File: src/rtl/mem_sys_pkg.sv
// rtl/mem_sys_pkg.sv - shared constants, state encoding and address helpers for the memory fill path
package mem_sys_pkg;

    localparam int ADDR_W            = 16;
    localparam int DATA_W            = 16;
    localparam int BLOCK_WORDS       = 8;
    localparam int MEM_LAT           = 4;
    localparam int WORD_IDX_W        = $clog2(BLOCK_WORDS);
    localparam int CNT_W             = WORD_IDX_W + 1;
    localparam int BLOCK_OFFSET_BITS = 4;

    typedef enum logic [1:0] {
        ST_IDLE  = 2'd0,
        ST_WRITE = 2'd1,
        ST_FILL  = 2'd2
    } state_t;

    // Block-aligned base of a byte address: clear the in-block offset.
    function automatic logic [ADDR_W-1:0] block_base(input logic [ADDR_W-1:0] addr);
        return addr & ~ADDR_W'((1 << BLOCK_OFFSET_BITS) - 1);
    endfunction

    // Byte offset of a word index inside a block; never reaches the tag bits.
    function automatic logic [ADDR_W-1:0] word_offset(input logic [WORD_IDX_W-1:0] idx);
        return {{(ADDR_W-WORD_IDX_W-1){1'b0}}, idx, 1'b0};
    endfunction

endpackage

File: src/rtl/mem_fill_arbiter_if.sv
// rtl/mem_fill_arbiter_if.sv - memory port bundle between the fill arbiter and the main memory
interface mem_fill_arbiter_if;
    import mem_sys_pkg::*;

    logic              mem_en;
    logic              mem_wr;
    logic [ADDR_W-1:0] mem_addr;
    logic [DATA_W-1:0] mem_data_out;
    logic              mem_data_valid;
    logic [DATA_W-1:0] mem_data_in;

    modport master (
        output mem_en,
        output mem_wr,
        output mem_addr,
        output mem_data_out,
        input  mem_data_valid,
        input  mem_data_in
    );

    modport slave (
        input  mem_en,
        input  mem_wr,
        input  mem_addr,
        input  mem_data_out,
        output mem_data_valid,
        output mem_data_in
    );

endinterface

File: src/rtl/word_counter.sv
// rtl/word_counter.sv - small up-counter with synchronous clear used for fill issue/receive tracking
module word_counter #(
    parameter int W = 4
) (
    input  logic         clk,
    input  logic         rst_n,
    input  logic         inc,
    input  logic         clr,
    output logic [W-1:0] count
);

    // Clear wins over increment so the end-of-fill cycle always leaves zero behind.
    always_ff @(posedge clk or negedge rst_n) begin
        if (!rst_n) begin
            count <= '0;
        end else if (clr) begin
            count <= '0;
        end else if (inc) begin
            count <= count + W'(1);
        end
    end

endmodule

File: src/rtl/mem_fill_arbiter.sv
// rtl/mem_fill_arbiter.sv - arbitrates D write-through, D miss and I miss onto one memory port and runs block fills
module mem_fill_arbiter
    import mem_sys_pkg::*;
(
    input  logic                  clk,
    input  logic                  rst_n,
    input  logic                  icache_miss,
    input  logic [ADDR_W-1:0]     icache_addr,
    input  logic                  dcache_miss,
    input  logic [ADDR_W-1:0]     dcache_addr,
    input  logic                  dwr_req,
    input  logic [ADDR_W-1:0]     dwr_addr,
    input  logic [DATA_W-1:0]     dwr_data,
    output logic                  dwr_ack,
    mem_fill_arbiter_if.master    mem,
    output logic                  fill_we,
    output logic                  fill_sel,
    output logic [WORD_IDX_W-1:0] fill_idx,
    output logic [DATA_W-1:0]     fill_data,
    output logic                  icache_done,
    output logic                  dcache_done,
    output logic                  busy
);

    state_t            state;
    state_t            state_next;
    logic [ADDR_W-1:0] base;
    logic [CNT_W-1:0]  issue_cnt;
    logic [CNT_W-1:0]  recv_cnt;

    logic              issue_inc;
    logic              recv_inc;
    logic              cnt_clr;
    logic              start_fill;
    logic              start_sel;
    logic [ADDR_W-1:0] start_addr;

    logic              mem_en_c;
    logic              mem_wr_c;
    logic [ADDR_W-1:0] mem_addr_c;

    word_counter #(.W(CNT_W)) u_issue_cnt (
        .clk   (clk),
        .rst_n (rst_n),
        .inc   (issue_inc),
        .clr   (cnt_clr),
        .count (issue_cnt)
    );

    word_counter #(.W(CNT_W)) u_recv_cnt (
        .clk   (clk),
        .rst_n (rst_n),
        .inc   (recv_inc),
        .clr   (cnt_clr),
        .count (recv_cnt)
    );

    // State register; reset abandons any fill in flight.
    always_ff @(posedge clk or negedge rst_n) begin
        if (!rst_n) begin
            state <= ST_IDLE;
        end else begin
            state <= state_next;
        end
    end

    // Fill target and block base are captured once at fill entry and held for the whole fill.
    always_ff @(posedge clk or negedge rst_n) begin
        if (!rst_n) begin
            fill_sel <= 1'b0;
            base     <= '0;
        end else if (start_fill) begin
            fill_sel <= start_sel;
            base     <= block_base(start_addr);
        end
    end

    // Arbitration, next state and all strobes; issue and receive run independently inside FILL.
    always_comb begin
        state_next  = state;
        mem_en_c    = 1'b0;
        mem_wr_c    = 1'b0;
        mem_addr_c  = '0;
        dwr_ack     = 1'b0;
        fill_we     = 1'b0;
        icache_done = 1'b0;
        dcache_done = 1'b0;
        issue_inc   = 1'b0;
        recv_inc    = 1'b0;
        cnt_clr     = 1'b0;
        start_fill  = 1'b0;
        start_sel   = 1'b0;
        start_addr  = '0;

        unique case (state)
            ST_IDLE: begin
                if (dwr_req) begin
                    state_next = ST_WRITE;
                end else if (dcache_miss) begin
                    state_next = ST_FILL;
                    start_fill = 1'b1;
                    start_sel  = 1'b1;
                    start_addr = dcache_addr;
                end else if (icache_miss) begin
                    state_next = ST_FILL;
                    start_fill = 1'b1;
                    start_sel  = 1'b0;
                    start_addr = icache_addr;
                end
            end

            ST_WRITE: begin
                mem_en_c   = 1'b1;
                mem_wr_c   = 1'b1;
                mem_addr_c = dwr_addr;
                dwr_ack    = 1'b1;
                state_next = ST_IDLE;
            end

            ST_FILL: begin
                if (issue_cnt < CNT_W'(BLOCK_WORDS)) begin
                    mem_en_c   = 1'b1;
                    mem_addr_c = base | word_offset(issue_cnt[WORD_IDX_W-1:0]);
                    issue_inc  = 1'b1;
                end
                if (mem.mem_data_valid) begin
                    fill_we  = 1'b1;
                    recv_inc = 1'b1;
                    if (recv_cnt == CNT_W'(BLOCK_WORDS - 1)) begin
                        icache_done = ~fill_sel;
                        dcache_done = fill_sel;
                        cnt_clr     = 1'b1;
                        state_next  = ST_IDLE;
                    end
                end
            end

            default: begin
                state_next = ST_IDLE;
            end
        endcase
    end

    assign mem.mem_en       = mem_en_c;
    assign mem.mem_wr       = mem_wr_c;
    assign mem.mem_addr     = mem_addr_c;
    assign mem.mem_data_out = dwr_data;

    assign fill_idx  = recv_cnt[WORD_IDX_W-1:0];
    assign fill_data = mem.mem_data_in;
    assign busy      = (state != ST_IDLE);

endmodule

File: src/flat_wrapper.sv
// flat-port wrapper written by rule: the top's interface ports become plain ports
module mem_fill_arbiter_flat import mem_sys_pkg::*;
  (clk, rst_n, icache_miss, icache_addr, dcache_miss, dcache_addr, dwr_req, dwr_addr, dwr_data, dwr_ack, fill_we, fill_sel, fill_idx, fill_data, icache_done, dcache_done, busy, mem_mem_en, mem_mem_wr, mem_mem_addr, mem_mem_data_out, mem_mem_data_valid, mem_mem_data_in);
  mem_fill_arbiter_if mem_i ();
  input  logic clk;
  input  logic rst_n;
  input  logic icache_miss;
  input  logic [ADDR_W-1:0] icache_addr;
  input  logic dcache_miss;
  input  logic [ADDR_W-1:0] dcache_addr;
  input  logic dwr_req;
  input  logic [ADDR_W-1:0] dwr_addr;
  input  logic [DATA_W-1:0] dwr_data;
  output logic dwr_ack;
  output logic fill_we;
  output logic fill_sel;
  output logic [WORD_IDX_W-1:0] fill_idx;
  output logic [DATA_W-1:0] fill_data;
  output logic icache_done;
  output logic dcache_done;
  output logic busy;
  output wire logic [$bits(mem_i.mem_en)-1:0] mem_mem_en;
  output wire logic [$bits(mem_i.mem_wr)-1:0] mem_mem_wr;
  output wire logic [$bits(mem_i.mem_addr)-1:0] mem_mem_addr;
  output wire logic [$bits(mem_i.mem_data_out)-1:0] mem_mem_data_out;
  input wire logic [$bits(mem_i.mem_data_valid)-1:0] mem_mem_data_valid;
  input wire logic [$bits(mem_i.mem_data_in)-1:0] mem_mem_data_in;
  assign mem_mem_en = mem_i.mem_en;
  assign mem_mem_wr = mem_i.mem_wr;
  assign mem_mem_addr = mem_i.mem_addr;
  assign mem_mem_data_out = mem_i.mem_data_out;
  assign mem_i.mem_data_valid = mem_mem_data_valid;
  assign mem_i.mem_data_in = mem_mem_data_in;
  mem_fill_arbiter u_core (.clk(clk), .rst_n(rst_n), .icache_miss(icache_miss), .icache_addr(icache_addr), .dcache_miss(dcache_miss), .dcache_addr(dcache_addr), .dwr_req(dwr_req), .dwr_addr(dwr_addr), .dwr_data(dwr_data), .dwr_ack(dwr_ack), .mem(mem_i), .fill_we(fill_we), .fill_sel(fill_sel), .fill_idx(fill_idx), .fill_data(fill_data), .icache_done(icache_done), .dcache_done(dcache_done), .busy(busy));
endmodule
File: config.mk
export PLATFORM = sky130hd
export DESIGN_NAME = mem_fill_arbiter_flat
export DESIGN_NICKNAME = d
export VERILOG_FILES = /design/src/rtl/mem_sys_pkg.sv /design/src/rtl/mem_fill_arbiter_if.sv /design/src/rtl/word_counter.sv /design/src/rtl/mem_fill_arbiter.sv /design/src/flat_wrapper.sv
export SDC_FILE = /design/constraint.sdc
export NUM_CORES = 1
export LEC_CHECK = 0
export BUFFER_PORTS_ARGS = -buffer_cell sky130_fd_sc_hd__buf_2
export CORE_MARGIN = 4
export CORE_UTILIZATION = 41
export DETAILED_ROUTE_END_ITERATION = 16
export PLACE_DENSITY_LB_ADDON = 0.05
export SYNTH_ARGS = -nofsm -noshare
export SYNTH_HDL_FRONTEND = slang
export SYNTH_HIERARCHICAL = 1
export SYNTH_SLANG_ARGS = --single-unit
File: constraint.sdc
create_clock -name clk -period 4.2 [get_ports clk]
set_input_delay 0.84 -clock clk [delete_from_list [all_inputs] [get_ports clk]]
set_output_delay 0.84 -clock clk [all_outputs]
set_load 0.01 [all_outputs]
==> summary.md, run 1 <==
| Metric | Value |
|---|---|
| Path type of the worst min-delay path | `flop to flop` |
| Count of hold-fix buffers inserted at cts | `0` |
| Sum of overflow across all layers after global routing | `0` |
| Overall die area | `5220 sq um` |
| Shortest period the worst path allows | `3060 ps` |
| Final slew viol count | `0` |
| Max Clk Rate | `327 MHz` |
| Count of max-cap constraint violations | `0` |
| Placed inst area | `1820 sq um` |
| Average cell area after synthesis | `10.7 sq um` |
| Number of rows created at floorplan | `23` |
| Area taken by flip-flops and latches | `576 sq um` |
| Tot Pwr | `1090 uW` |
| Hold path depth | `1` |
| Placer Congestion | `0.736` |
| Final Instance Area | `1870 sq um` |
| CTS root buf | `sky130_fd_sc_hd__clkbuf_8` |
| Top-level I/O count | `145` |
| Port buffer count | `72` |
| Number of H-tree levels | `1` |
| Post-cts repair resize count | `0` |
| Startpoint of the most critical setup path | `u_core/state[0]$_DFFE_PN0P_` |
| Share of final-layout standard cells stronger than drive strength 1 | `49.2%` |
| Buffer depth of the longest clock path | `2` |
| Number of different library cells in the post-synthesis netlist | `32` |
| Clock tree from TritonCTS | `built` |
| Post-CTS setup buffer count | `0` |
| Min-Delay Startpoint | `u_core/base[7]$_DFFE_PN0P_` |
| Leakage power of the design | `0.000993 uW` |
| Detail-routed net length per standard cell | `17.1 um` |
| Syn nets | `250` |
| Critical Path AT | `2220 ps` |
| Pin count of the biggest net entering global routing | `24` |
| Required time of the critical path | `3360 ps` |
| Clock transition at the registers of the reported paths | `80 ps` |
| Category of the critical setup timing path | `flop to primary output` |
| Status | `completed` |
| Worst Reg-to-Reg Cells | `5` |
| Global-route wire length before repair | `6350 um` |
| Least-Margin Pin Slew | `765 ps` |
| #FFs+latches synth | `23` |
| Number of nets with antenna violations after detailed routing | `0` |
| Final net count | `287` |
| Setup violation total in the final timing report | `0` |
| Vias in the first global route | `1,294` |
| Setup_tns | `0 ps` |
| Number of vias after detailed routing | `1,306` |
| GRT Total Usage | `15.1%` |
| Average vias per placed instance | `5.33` |
| Number of iterations in the first detailed-routing pass | `4` |
| Filler cells | `375` |
| Areal power density over the cells | `582 nW/um^2` |
| Max VDD drop | `0.298 mV` |
| Diodes inserted | `0` |
| RSZ-0062 raised after global routing | `no` |
| Die boundary height | `72.3 um` |
| DP Wirelength | `3370 um` |
| Area growth from synthesis to layout | `10.3%` |
| Final hold vios | `0` |
| Total wirelength of the detailed-routed design | `4190 um` |
| Reg-to-reg critical path startpoint | `u_core/state[0]$_DFFE_PN0P_` |
| Remaining design rule violation count | `0` |
| First DRT Iteration DRCs | `67` |
| Critical path endpoint category | `primary output` |
| Worst setup SP type | `flop` |
| Initial Utilization | `42.4%` |
| Initial antenna violation count | `0` |
| DIE WIDTH | `72.3 um` |
| Syn. warnings | `6` |
| Seq/Total Area, Yosys | `34.0%` |
| Area used by multi-input combinational logic | `810 sq um` |
| Num CTS Buffers | `3` |
| Area inside the core boundary | `4000 sq um` |
| Highest fanout seen on the critical path | `16` |
| Instance count of the mapped netlist | `159` |
| Total standard cell area after synthesis | `1690 sq um` |
| Final cycle utilization of the critical path | `72.9%` |
| Slew HR | `48.9%` |
| Total number of clock tree sinks | `23` |
| Clock latency on the worst-skew pair | `260 ps` |
| Setup skew after layout | `6.54 ps` |
[per-stage QoR]
stage / cells / hold WS (ps) / setup WS (ps) / util [%]
final: 245 / 522 / 1140 / 46.7
after CTS: 245 / 524 / 1140 / 46.7
after detailed placement: 241 / 498 / 1450 / 45.6
after global routing: 245 / 531 / 1010 / 46.7
after global placement: 241 / 496 / 1500 / 45.6
after floorplan: 159 / 481 / 1900 / -
[power by group]
group          switching [uW]  internal, uW  total, uW
registers                90.8           330        421
logic                     242           290        532
clock network            68.9          66.1        135
total                     402           686       1090
[cell usage after synthesis]
| cell type | count | area, sq um |
|---|---|---|
| sky130_fd_sc_hd__nand4_1 | 2 | 12.5 |
| sky130_fd_sc_hd__and3b_1 | 1 | 8.76 |
| sky130_fd_sc_hd__nor2_1 | 7 | 26.3 |
| sky130_fd_sc_hd__mux2_4 | 12 | 180 |
| sky130_fd_sc_hd__inv_1 | 4 | 15.0 |
| sky130_fd_sc_hd__ha_1 | 5 | 62.6 |
| sky130_fd_sc_hd__mux2_2 | 2 | 22.5 |
| sky130_fd_sc_hd__and2_1 | 4 | 25.0 |
| sky130_fd_sc_hd__o211ai_1 | 1 | 7.51 |
| sky130_fd_sc_hd__or2_2 | 1 | 6.26 |
| sky130_fd_sc_hd__o21ai_0 | 1 | 5.00 |
| sky130_fd_sc_hd__mux2i_1 | 2 | 20.0 |
| sky130_fd_sc_hd__o32a_1 | 1 | 10.0 |
| sky130_fd_sc_hd__buf_6 | 2 | 22.5 |
| sky130_fd_sc_hd__a21oi_1 | 3 | 15.0 |
| sky130_fd_sc_hd__a211o_1 | 1 | 8.76 |
| sky130_fd_sc_hd__nor2b_1 | 5 | 31.3 |
| sky130_fd_sc_hd__clkbuf_1 | 1 | 3.75 |
| sky130_fd_sc_hd__and3_1 | 2 | 12.5 |
| sky130_fd_sc_hd__and4b_1 | 1 | 10.0 |
| sky130_fd_sc_hd__nand3b_1 | 2 | 15.0 |
| sky130_fd_sc_hd__buf_2 | 4 | 20.0 |
| sky130_fd_sc_hd__nor2_2 | 1 | 6.26 |
| sky130_fd_sc_hd__nor2b_4 | 1 | 13.8 |
| sky130_fd_sc_hd__a21bo_2 | 2 | 20.0 |
| sky130_fd_sc_hd__nand3_1 | 1 | 5.00 |
| sky130_fd_sc_hd__nor3_4 | 1 | 16.3 |
| sky130_fd_sc_hd__xnor2_1 | 2 | 17.5 |
| sky130_fd_sc_hd__buf_4 | 33 | 248 |
| sky130_fd_sc_hd__a22o_1 | 27 | 236 |
| sky130_fd_sc_hd__nand2_1 | 4 | 15.0 |
| sky130_fd_sc_hd__dfrtp_1 | 23 | 576 |
[area by class of cell]
| class | count | area share (%) |
|---|---|---|
| multi-input combinational | 92 | 43.3 |
| timing repair buffer | 72 | 19.3 |
| sequential | 23 | 30.8 |
| clock buffer | 3 | 2.21 |
| tap | 50 | 3.35 |
| inverter | 4 | 0.803 |
| clock inverter | 1 | 0.268 |
[path summary, 6_finish.rpt]
path                       slack (ps)                                     end
hold reg to reg                   520              u_core/base[7]$_DFFE_PN0P_
max in group asynchronous        3310             u_core/base[11]$_DFFE_PN0P_
min in group asynchronous         530  u_core/u_recv_cnt/count[0]$_DFFE_PN0P_
setup reg to reg                 2190             u_core/base[14]$_DFFE_PN0P_
hold / removal                    520              u_core/base[7]$_DFFE_PN0P_
setup / recovery                 1140                         mem_mem_addr[4]
[layout by cell type, fill, tap and decap left out, drive strengths merged]
cell,synthesis,layout
buf,39,72
a22o,27,27
dfrtp,23,23
mux2,14,14
nor2,8,8
nor2b,6,6
ha,5,5
inv,4,4
and2,4,4
nand2,4,4
clkbuf,1,3
a21oi,3,3
and3,2,2
nand4,2,2
a21bo,2,2
nand3b,2,2
mux2i,2,2
xnor2,2,2
clkinv,0,1
or2,1,1
and4b,1,1
nor3,1,1
and3b,1,1
o32a,1,1
a211o,1,1
nand3,1,1
o211ai,1,1
o21ai,1,1
[state kept, by name (all words and copies together), names as in the netlist]
name / cells
u_core/base: 12
u_core/fill_sel: 1
u_core/state: 2
u_core/u_issue_cnt/count: 4
u_core/u_recv_cnt/count: 4
[routing by layer]
metal / global-route usage, % / vias up / share of wire (%)
met5: 0 / - / 0
met4: 3.55 / 0 / 1.5
met3: 7.20 / 12 / 11
met2: 24.2 / 66 / 49
met1: 18.4 / 617 / 38
li1: - / 611 / -
[critical path, stage by stage, from the launching register on]
cell                      delay, ps
sky130_fd_sc_hd__dfrtp_1        410
sky130_fd_sc_hd__inv_1          120
sky130_fd_sc_hd__ha_1           250
sky130_fd_sc_hd__nor2b_4        260
sky130_fd_sc_hd__and2_1         560
sky130_fd_sc_hd__a22o_1         250
sky130_fd_sc_hd__buf_2          130
[kinds of logic after synthesis]
logic type,count (synthesis),share of synthesized area [%]
simple gates,33,12.0
buf+inv,44,18.2
flops,23,34.0
compound gates,36,17.9
fa+ha+maj,5,3.69
mux,16,13.1
xor+xnor,2,1.03
Note: power is estimated with default switching activity, not from simulation.
==> inputs of run 2 (changes only) <==
--- a/config.mk
+++ b/config.mk
@@ -5,9 +5,10 @@
 export SDC_FILE = /design/constraint.sdc
 export NUM_CORES = 1
 export LEC_CHECK = 0
+export ABC_AREA = 1
 export BUFFER_PORTS_ARGS = -buffer_cell sky130_fd_sc_hd__buf_2
 export CORE_MARGIN = 4
-export CORE_UTILIZATION = 41
+export CORE_UTILIZATION = 38
 export DETAILED_ROUTE_END_ITERATION = 16
 export PLACE_DENSITY_LB_ADDON = 0.05
 export SYNTH_ARGS = -nofsm -noshare
==> constraint.sdc (replaced) <==
create_clock -name clk -period 2.83 [get_ports clk]
set_input_delay 0.566 -clock clk [delete_from_list [all_inputs] [get_ports clk]]
set_output_delay 0.566 -clock clk [all_outputs]
set_load 0.01 [all_outputs]
==> summary.md, run 2 <==
| Metric | Value |
|---|---|
| Area taken by flip-flops and latches | `576 sq um (unchanged)` |
| Post-CTS setup buffer count | `0 (unchanged)` |
| Highest fanout seen on the critical path | `18 (+2)` |
| Final Instance Area | `1890 sq um (+1.1%)` |
| CTS root buf | `sky130_fd_sc_hd__clkbuf_8` |
| Count of flip-flops with a built-in enable after synthesis | `0 (unchanged)` |
| Placed inst area | `1840 sq um (+1.1%)` |
| Area inside the core boundary | `4140 sq um (+3.6%)` |
| DIE WIDTH | `74.7 um (+3.3%)` |
| Max Clk Rate | `435 MHz` |
| Leakage power of the design | `0.00108 uW (+9.2%)` |
| Post-cts repair resize count | `0 (unchanged)` |
| Diodes inserted | `0 (unchanged)` |
| Initial Utilization | `40.8% (-1.6 points)` |
| DP Wirelength | `3140 um (-6.6%)` |
| Syn. warnings | `6 (unchanged)` |
| First DRT Iteration DRCs | `74 (+10%)` |
| Pin count of the biggest net entering global routing | `33 (+38%)` |
| Instance count of the mapped netlist | `230 (+45%)` |
| Cell types with the largest area share after synthesis | `sky130_fd_sc_hd__dfrtp_1 34%, sky130_fd_sc_hd__buf_4 15%, sky130_fd_sc_hd__nand3_1 11%` |
| Number of different library cells in the post-synthesis netlist | `18 (-44%)` |
| Average cell area after synthesis | `7.35 sq um (-31%)` |
| Total number of clock tree sinks | `23 (unchanged)` |
| Final hold vios | `0 (unchanged)` |
| Syn nets | `321 (+28%)` |
| Leading cell type in the layout, fill and taps excluded | `sky130_fd_sc_hd__buf_2` |
| Area used by multi-input combinational logic | `747 sq um (-7.7%)` |
| Number of iterations in the first detailed-routing pass | `4 (unchanged)` |
| Die boundary height | `74.7 um (+3.3%)` |
| Most frequent cells in the layout | `72 x sky130_fd_sc_hd__buf_2, 39 x sky130_fd_sc_hd__nand2_1, 38 x sky130_fd_sc_hd__nand3_1` |
| Worst setup SP type | `flop` |
| Seq/Total Area, Yosys | `34.0% (+0.075 points)` |
| Share of the synthesized area in the top cell type | `34.0% (+0.075 points)` |
| Global-route wire length before repair | `6560 um (+3.4%)` |
| Flip-flop count of the largest register, all copies and words added | `12 (unchanged)` |
| Final cycle utilization of the critical path | `81.3%` |
| Clock latency on the worst-skew pair | `260 ps (about the same)` |
| Sequential fraction of design power | `35.2% (-3.5 points)` |
| Overall die area | `5580 sq um (+6.8%)` |
| Util after Layout | `45.6% (-1.1 points)` |
| Worst hold slack across all endpoints | `268 ps (-254 ps)` |
| Number of rows created at floorplan | `23 (unchanged)` |
| Worst Reg-to-Reg Cells | `10 (+5)` |
| Buffer depth of the longest clock path | `2 (unchanged)` |
| Filler cells | `469 (+25%)` |
| Comb power frac | `52.9% (+4.0 points)` |
| Switching power share of the total | `46.7% (+9.7 points)` |
| #FFs+latches synth | `23 (unchanged)` |
| RSZ-0062 raised after global routing | `no` |
| Worst reg2reg setup slack | `1180 ps (-1010 ps)` |
| Setup violation total in the final timing report | `0 (unchanged)` |
| Count of hold-fix buffers inserted at cts | `0 (unchanged)` |
| Synthesized-area fraction occupied by ao, oa, aoi and oai cells | `11.0% (-6.9 points)` |
| Least-Margin Pin Slew | `873 ps (+108 ps)` |
| Main combinational cell family by area after synthesis | `simple AND/OR/NAND/NOR gates` |
| Setup skew after layout | `4.34 ps (-2.21 ps)` |
| Net switching power | `812 uW (+100%)` |
| Cell-internal power | `928 uW (+35%)` |
| Total standard cell area after synthesis | `1690 sq um (-0.22%)` |
| Vias in the first global route | `1,511 (+17%)` |
| Initial antenna violation count | `0 (unchanged)` |
| Share of power burned in the clock network | `11.9% (-0.5 points)` |
| Port buffer count | `72 (unchanged)` |
| Number of nets with antenna violations after detailed routing | `0 (unchanged)` |
| Reg-to-reg critical path startpoint | `u_core/state[0]$_DFFE_PN0P_` |
| GRT Total Usage | `14.8% (-0.30 points)` |
| Path type of the worst min-delay path | `input port to async pin` |
| Most frequent cell after synthesis | `sky130_fd_sc_hd__nand2_1` |
| Synth Area in Simple Gates | `29.5% (+17 points)` |
| Max VDD drop | `0.296 mV (-0.48%)` |
| Leading register cell type out of synthesis | `sky130_fd_sc_hd__dfrtp_1` |
| Final critical-path setup slack | `530 ps (-608 ps)` |
| Number of vias after detailed routing | `1,568 (+20%)` |
| Setup slack after placement | `816 ps (-629 ps)` |
| Multiplexer share of the synthesized area | `0% (-13 points)` |
| Register containing the most flip-flops in the final layout | `u_core/base` |
| Share of synthesized registers carrying an async set or reset | `100% (unchanged)` |
| R2R Path End | `u_core/u_recv_cnt/count[3]$_DFFE_PN0P_` |
| Areal power density over the cells | `921 nW/um^2 (+58%)` |
| Category of the critical setup timing path | `flop to primary output` |
| Detail-routed net length per standard cell | `12.9 um (-24%)` |
| Count of max-cap constraint violations | `0 (unchanged)` |
| Placer Congestion | `0.738 (+0.31%)` |
| Clock tree from TritonCTS | `built` |
| Final slew viol count | `0 (unchanged)` |
| Largest regs | `u_core/base x12, u_core/u_issue_cnt/count x4, u_core/u_recv_cnt/count x4` |
| Average vias per placed instance | `4.95 (-7.2%)` |
| Cell taking the most area after synthesis | `sky130_fd_sc_hd__dfrtp_1` |
| Number of H-tree levels | `1 (unchanged)` |
| Setup_tns | `0 ps (unchanged)` |
| Clock transition at the registers of the reported paths | `90 ps (about the same)` |
| Required time of the critical path | `2260 ps (-1100 ps)` |
| Area growth from synthesis to layout | `11.8%` |
| Sum of overflow across all layers after global routing | `0 (unchanged)` |
| Shortest period the worst path allows | `2300 ps` |
| Status | `completed` |
| Slew HR | `41.6% (-7.3 points)` |
| Commonest cells post-synth | `39 x sky130_fd_sc_hd__nand2_1, 38 x sky130_fd_sc_hd__nand3_1, 34 x sky130_fd_sc_hd__buf_4` |
| Critical path endpoint category | `primary output` |
| Remaining design rule violation count | `0 (unchanged)` |
| Fraction of synthesized cell area in xor and xnor cells | `0% (-1.0 points)` |
| Final net count | `359 (+25%)` |
| Arithmetic-cell share of the synthesized area counting full adders, half adders and majority gates | `3.70% (+0.0082 points)` |
| Top-level I/O count | `145 (unchanged)` |
| Share of final-layout standard cells stronger than drive strength 1 | `32.2% (-17 points)` |
| Num CTS Buffers | `3 (unchanged)` |
| Total wirelength of the detailed-routed design | `4100 um (-2.0%)` |
| Critical Path AT | `1730 ps (-490 ps)` |
-- run 2: power groups by stage --
stage	clock, uW	sequential [uW]	combinational [uW]
detailed placement	0	616	936
global route	229	636	1050
finish	207	611	921
CTS	220	612	939
global placement	0	614	933
floorplan	0	602	700
-- run 2: layer usage --
layer / GRT usage (%) / share of wire (%) / vias up
li1: - / - / 796
met1: 17.9 / 42 / 697
met2: 26.0 / 48 / 59
met3: 4.01 / 7.3 / 16
met4: 3.95 / 2.4 / 0
met5: 0 / 0 / -
-- run 2: final cells by class --
class	count	share of cell area, %
clock inverters	1	0.265
clock buffers	3	2.19
multi-input cells	146	39.5
repair buffers	76	20.7
flip-flops and latches	23	30.5
well taps	50	3.31
inverters	18	3.58
-- run 2: metrics by stage --
stage | cells | power [uW]
floorplan | 230 | 1300
global placement | 313 | 1550
detailed placement | 313 | 1550
CTS | 317 | 1770
global route | 317 | 1910
finish | 317 | 1740
-- run 2: critical path, stage by stage (launching register included) --
cell                      delay [ps]
sky130_fd_sc_hd__dfrtp_1         410
sky130_fd_sc_hd__inv_1            90
sky130_fd_sc_hd__ha_1            580
sky130_fd_sc_hd__nand2_1         140
sky130_fd_sc_hd__nor2_1          100
sky130_fd_sc_hd__buf_2           140
-- run 2: kinds of logic (layout without fill, tap and decap cells) --
logic type,Yosys count,count (layout)
DFF,23,23
and+or+nand+nor,110,110
AOI/OAI and AO/OA,31,31
buffers and inverters,61,98
adders and majority gates,5,5
-- run 2: worst max path at each step --
stage,end,slack [ps],cells past startpoint,startpoint
floorplan,dcache_done,830,6,u_core/state[0]$_DFFE_PN0P_
global placement,mem_mem_addr[0],810,5,u_core/state[1]$_DFFE_PN0P_
detailed placement,mem_mem_addr[0],820,5,u_core/state[1]$_DFFE_PN0P_
CTS,mem_mem_addr[0],500,5,u_core/state[1]$_DFFE_PN0P_
global route,mem_mem_addr[0],330,5,u_core/state[1]$_DFFE_PN0P_
finish,mem_mem_addr[0],530,5,u_core/state[1]$_DFFE_PN0P_
==> inputs of run 3 (changes only) <==
==> constraint.sdc (replaced) <==
create_clock -name clk -period 2.35 [get_ports clk]
set_input_delay 0.47 -clock clk [delete_from_list [all_inputs] [get_ports clk]]
set_output_delay 0.47 -clock clk [all_outputs]
set_load 0.01 [all_outputs]
==> summary.md, run 3 (synthesis gave the netlist of run 2 again) <==
| Metric | Value |
|---|---|
| Path type of the worst min-delay path | `input port to async pin` |
| Post-CTS setup buffer count | `0 (unchanged)` |
| Finished Layout Cells | `319 (+0.63%)` |
| Average vias per placed instance | `4.92 (-0.50%)` |
| Count of hold-fix buffers inserted at cts | `0 (unchanged)` |
| CTS root buf | `sky130_fd_sc_hd__clkbuf_8` |
| Worst setup SP type | `flop` |
| Remaining design rule violation count | `0 (unchanged)` |
| Total number of clock tree sinks | `23 (unchanged)` |
| Global-route wire length before repair | `6680 um (+1.8%)` |
| Critical Path AT | `1630 ps (-100 ps)` |
| Diodes inserted | `0 (unchanged)` |
| Least-Margin Pin Slew | `823 ps (-49.5 ps)` |
| Share of final-layout standard cells stronger than drive strength 1 | `32.3% (+0.13 points)` |
| Setup skew after layout | `3.70 ps (-0.644 ps)` |
| Shortest period the worst path allows | `2100 ps` |
| Areal power density over the cells | `1130 nW/um^2 (+23%)` |
| Number of rows created at floorplan | `23 (unchanged)` |
| Final critical-path setup slack | `248 ps (-282 ps)` |
| Number of vias after detailed routing | `1,570 (+0.13%)` |
| Register containing the most flip-flops in the final layout | `u_core/base` |
| Cell count after placement | `315 (+0.64%)` |
| Area inside the core boundary | `4140 sq um (unchanged)` |
| Count of max-cap constraint violations | `0 (unchanged)` |
| Setup_tns | `0 ps (unchanged)` |
| Status | `completed` |
| Final cycle utilization of the critical path | `89.5%` |
| Critical path endpoint category | `primary output` |
| Setup slack after placement | `540 ps (-276 ps)` |
| Initial Utilization | `40.8% (unchanged)` |
| Final hold vios | `0 (unchanged)` |
| Area growth from synthesis to layout | `13.3%` |
| Most frequent cells in the layout | `72 x sky130_fd_sc_hd__buf_2, 39 x sky130_fd_sc_hd__nand2_1, 38 x sky130_fd_sc_hd__nand3_1` |
| Flip-flop count of the largest register, all copies and words added | `12 (unchanged)` |
| Tot Pwr | `2160 uW (+24%)` |
| Slew HR | `44.9% (+3.3 points)` |
| Clock latency on the worst-skew pair | `260 ps (about the same)` |
| Highest fanout seen on the critical path | `28 (+10)` |
| Initial antenna violation count | `0 (unchanged)` |
| Num CTS Buffers | `3 (unchanged)` |
| Overall die area | `5580 sq um (unchanged)` |
| Util after Layout | `46.2% (+0.63 points)` |
| Top-level I/O count | `145 (unchanged)` |
| Placer Congestion | `0.716 (-3.0%)` |
| Pin count of the biggest net entering global routing | `29 (-12%)` |
| Max Clk Rate | `476 MHz` |
| DP Wirelength | `3230 um (+2.7%)` |
| GRT Total Usage | `15.1% (+0.31 points)` |
| Clock tree from TritonCTS | `built` |
| Final net count | `361 (+0.56%)` |
| Leading cell type in the layout, fill and taps excluded | `sky130_fd_sc_hd__buf_2` |
| Setup violation total in the final timing report | `0 (unchanged)` |
| Max VDD drop | `0.409 mV (+38%)` |
| Post-cts repair resize count | `0 (unchanged)` |
| Leakage power of the design | `0.00110 uW (+1.1%)` |
| Number of nets with antenna violations after detailed routing | `0 (unchanged)` |
| Total wirelength of the detailed-routed design | `4050 um (-1.2%)` |
| Buffer depth of the longest clock path | `2 (unchanged)` |
| Largest regs | `u_core/base x12, u_core/u_issue_cnt/count x4, u_core/u_recv_cnt/count x4` |
| Number of iterations in the first detailed-routing pass | `4 (unchanged)` |
| Clock transition at the registers of the reported paths | `80 ps (about the same)` |
| Detail-routed net length per standard cell | `12.7 um (-1.8%)` |
| Sum of overflow across all layers after global routing | `0 (unchanged)` |
| Die boundary height | `74.7 um (unchanged)` |
| Number of H-tree levels | `1 (unchanged)` |
| Category of the critical setup timing path | `flop to primary output` |
| RSZ-0062 raised after global routing | `no` |
| Vias in the first global route | `1,506 (-0.33%)` |
| Final slew viol count | `0 (unchanged)` |
| Required time of the critical path | `1880 ps (-380 ps)` |
| DIE WIDTH | `74.7 um (unchanged)` |
| First DRT Iteration DRCs | `61 (-18%)` |
| Port buffer count | `72 (unchanged)` |
[run 3: changes by cell type in the layout (fill, tap and decap cells not counted), sizes merged]
| cell | change |
|---|---|
| buf | +2 |
| clkbuf | +1 |
| clkinv | -1 |
[run 3: where the power goes]
part | switching, uW | internal, uW
Sequential | 145 | 590
Combinational | 712 | 470
Clock | 126 | 121
Total | 983 | 1180
[run 3: per-stage QoR]
step	instance area [sq um]	hold WS (ps)
floorplan	1690	174
global placement	1870	485
detailed placement	1870	490
CTS	1920	195
global route	1920	218
finish	1920	172
[run 3: final timing paths]
path | from | to | slack (ps) | cells after the start
hold / removal | rst_n | u_core/base[13]$_DFFE_PN0P_ | 170 | 1
min in group clk | icache_addr[13] | u_core/base[13]$_DFFE_PN0P_ | 500 | 3
setup / recovery | u_core/state[1]$_DFFE_PN0P_ | mem_mem_addr[1] | 250 | 6
hold reg to reg | u_core/state[0]$_DFFE_PN0P_ | u_core/state[0]$_DFFE_PN0P_ | 510 | 2
max in group asynchronous | rst_n | u_core/base[9]$_DFFE_PN0P_ | 1830 | 1
setup reg to reg | u_core/state[0]$_DFFE_PN0P_ | u_core/u_recv_cnt/count[3]$_DFFE_PN0P_ | 710 | 10
[run 3: critical path, stage by stage (launching register included)]
cell and delay, ps:
sky130_fd_sc_hd__dfrtp_1 380, sky130_fd_sc_hd__inv_1 70, sky130_fd_sc_hd__ha_1 420, sky130_fd_sc_hd__buf_12 200
sky130_fd_sc_hd__nand3_1 80, sky130_fd_sc_hd__nand2_1 80, sky130_fd_sc_hd__buf_2 130
[run 3: area by class of cell]
cell class / count / area (sq um)
timing repair buffer: 78 / 418
clock buffer: 4 / 45.0
multi-input combinational: 146 / 747
inverter: 18 / 67.6
fill: 436 / 2230
sequential: 23 / 576
tap: 50 / 62.6
[run 3: layer usage]
| metal | up-vias | routed length [um] | track usage (%) |
|---|---|---|---|
| met1 | 690 | 1700 | 19.9 |
| met2 | 65 | 1920 | 24.7 |
| met5 | - | 0 | 0 |
| li1 | 799 | - | - |
| met3 | 16 | 327 | 3.74 |
| met4 | 0 | 97 | 4.55 |
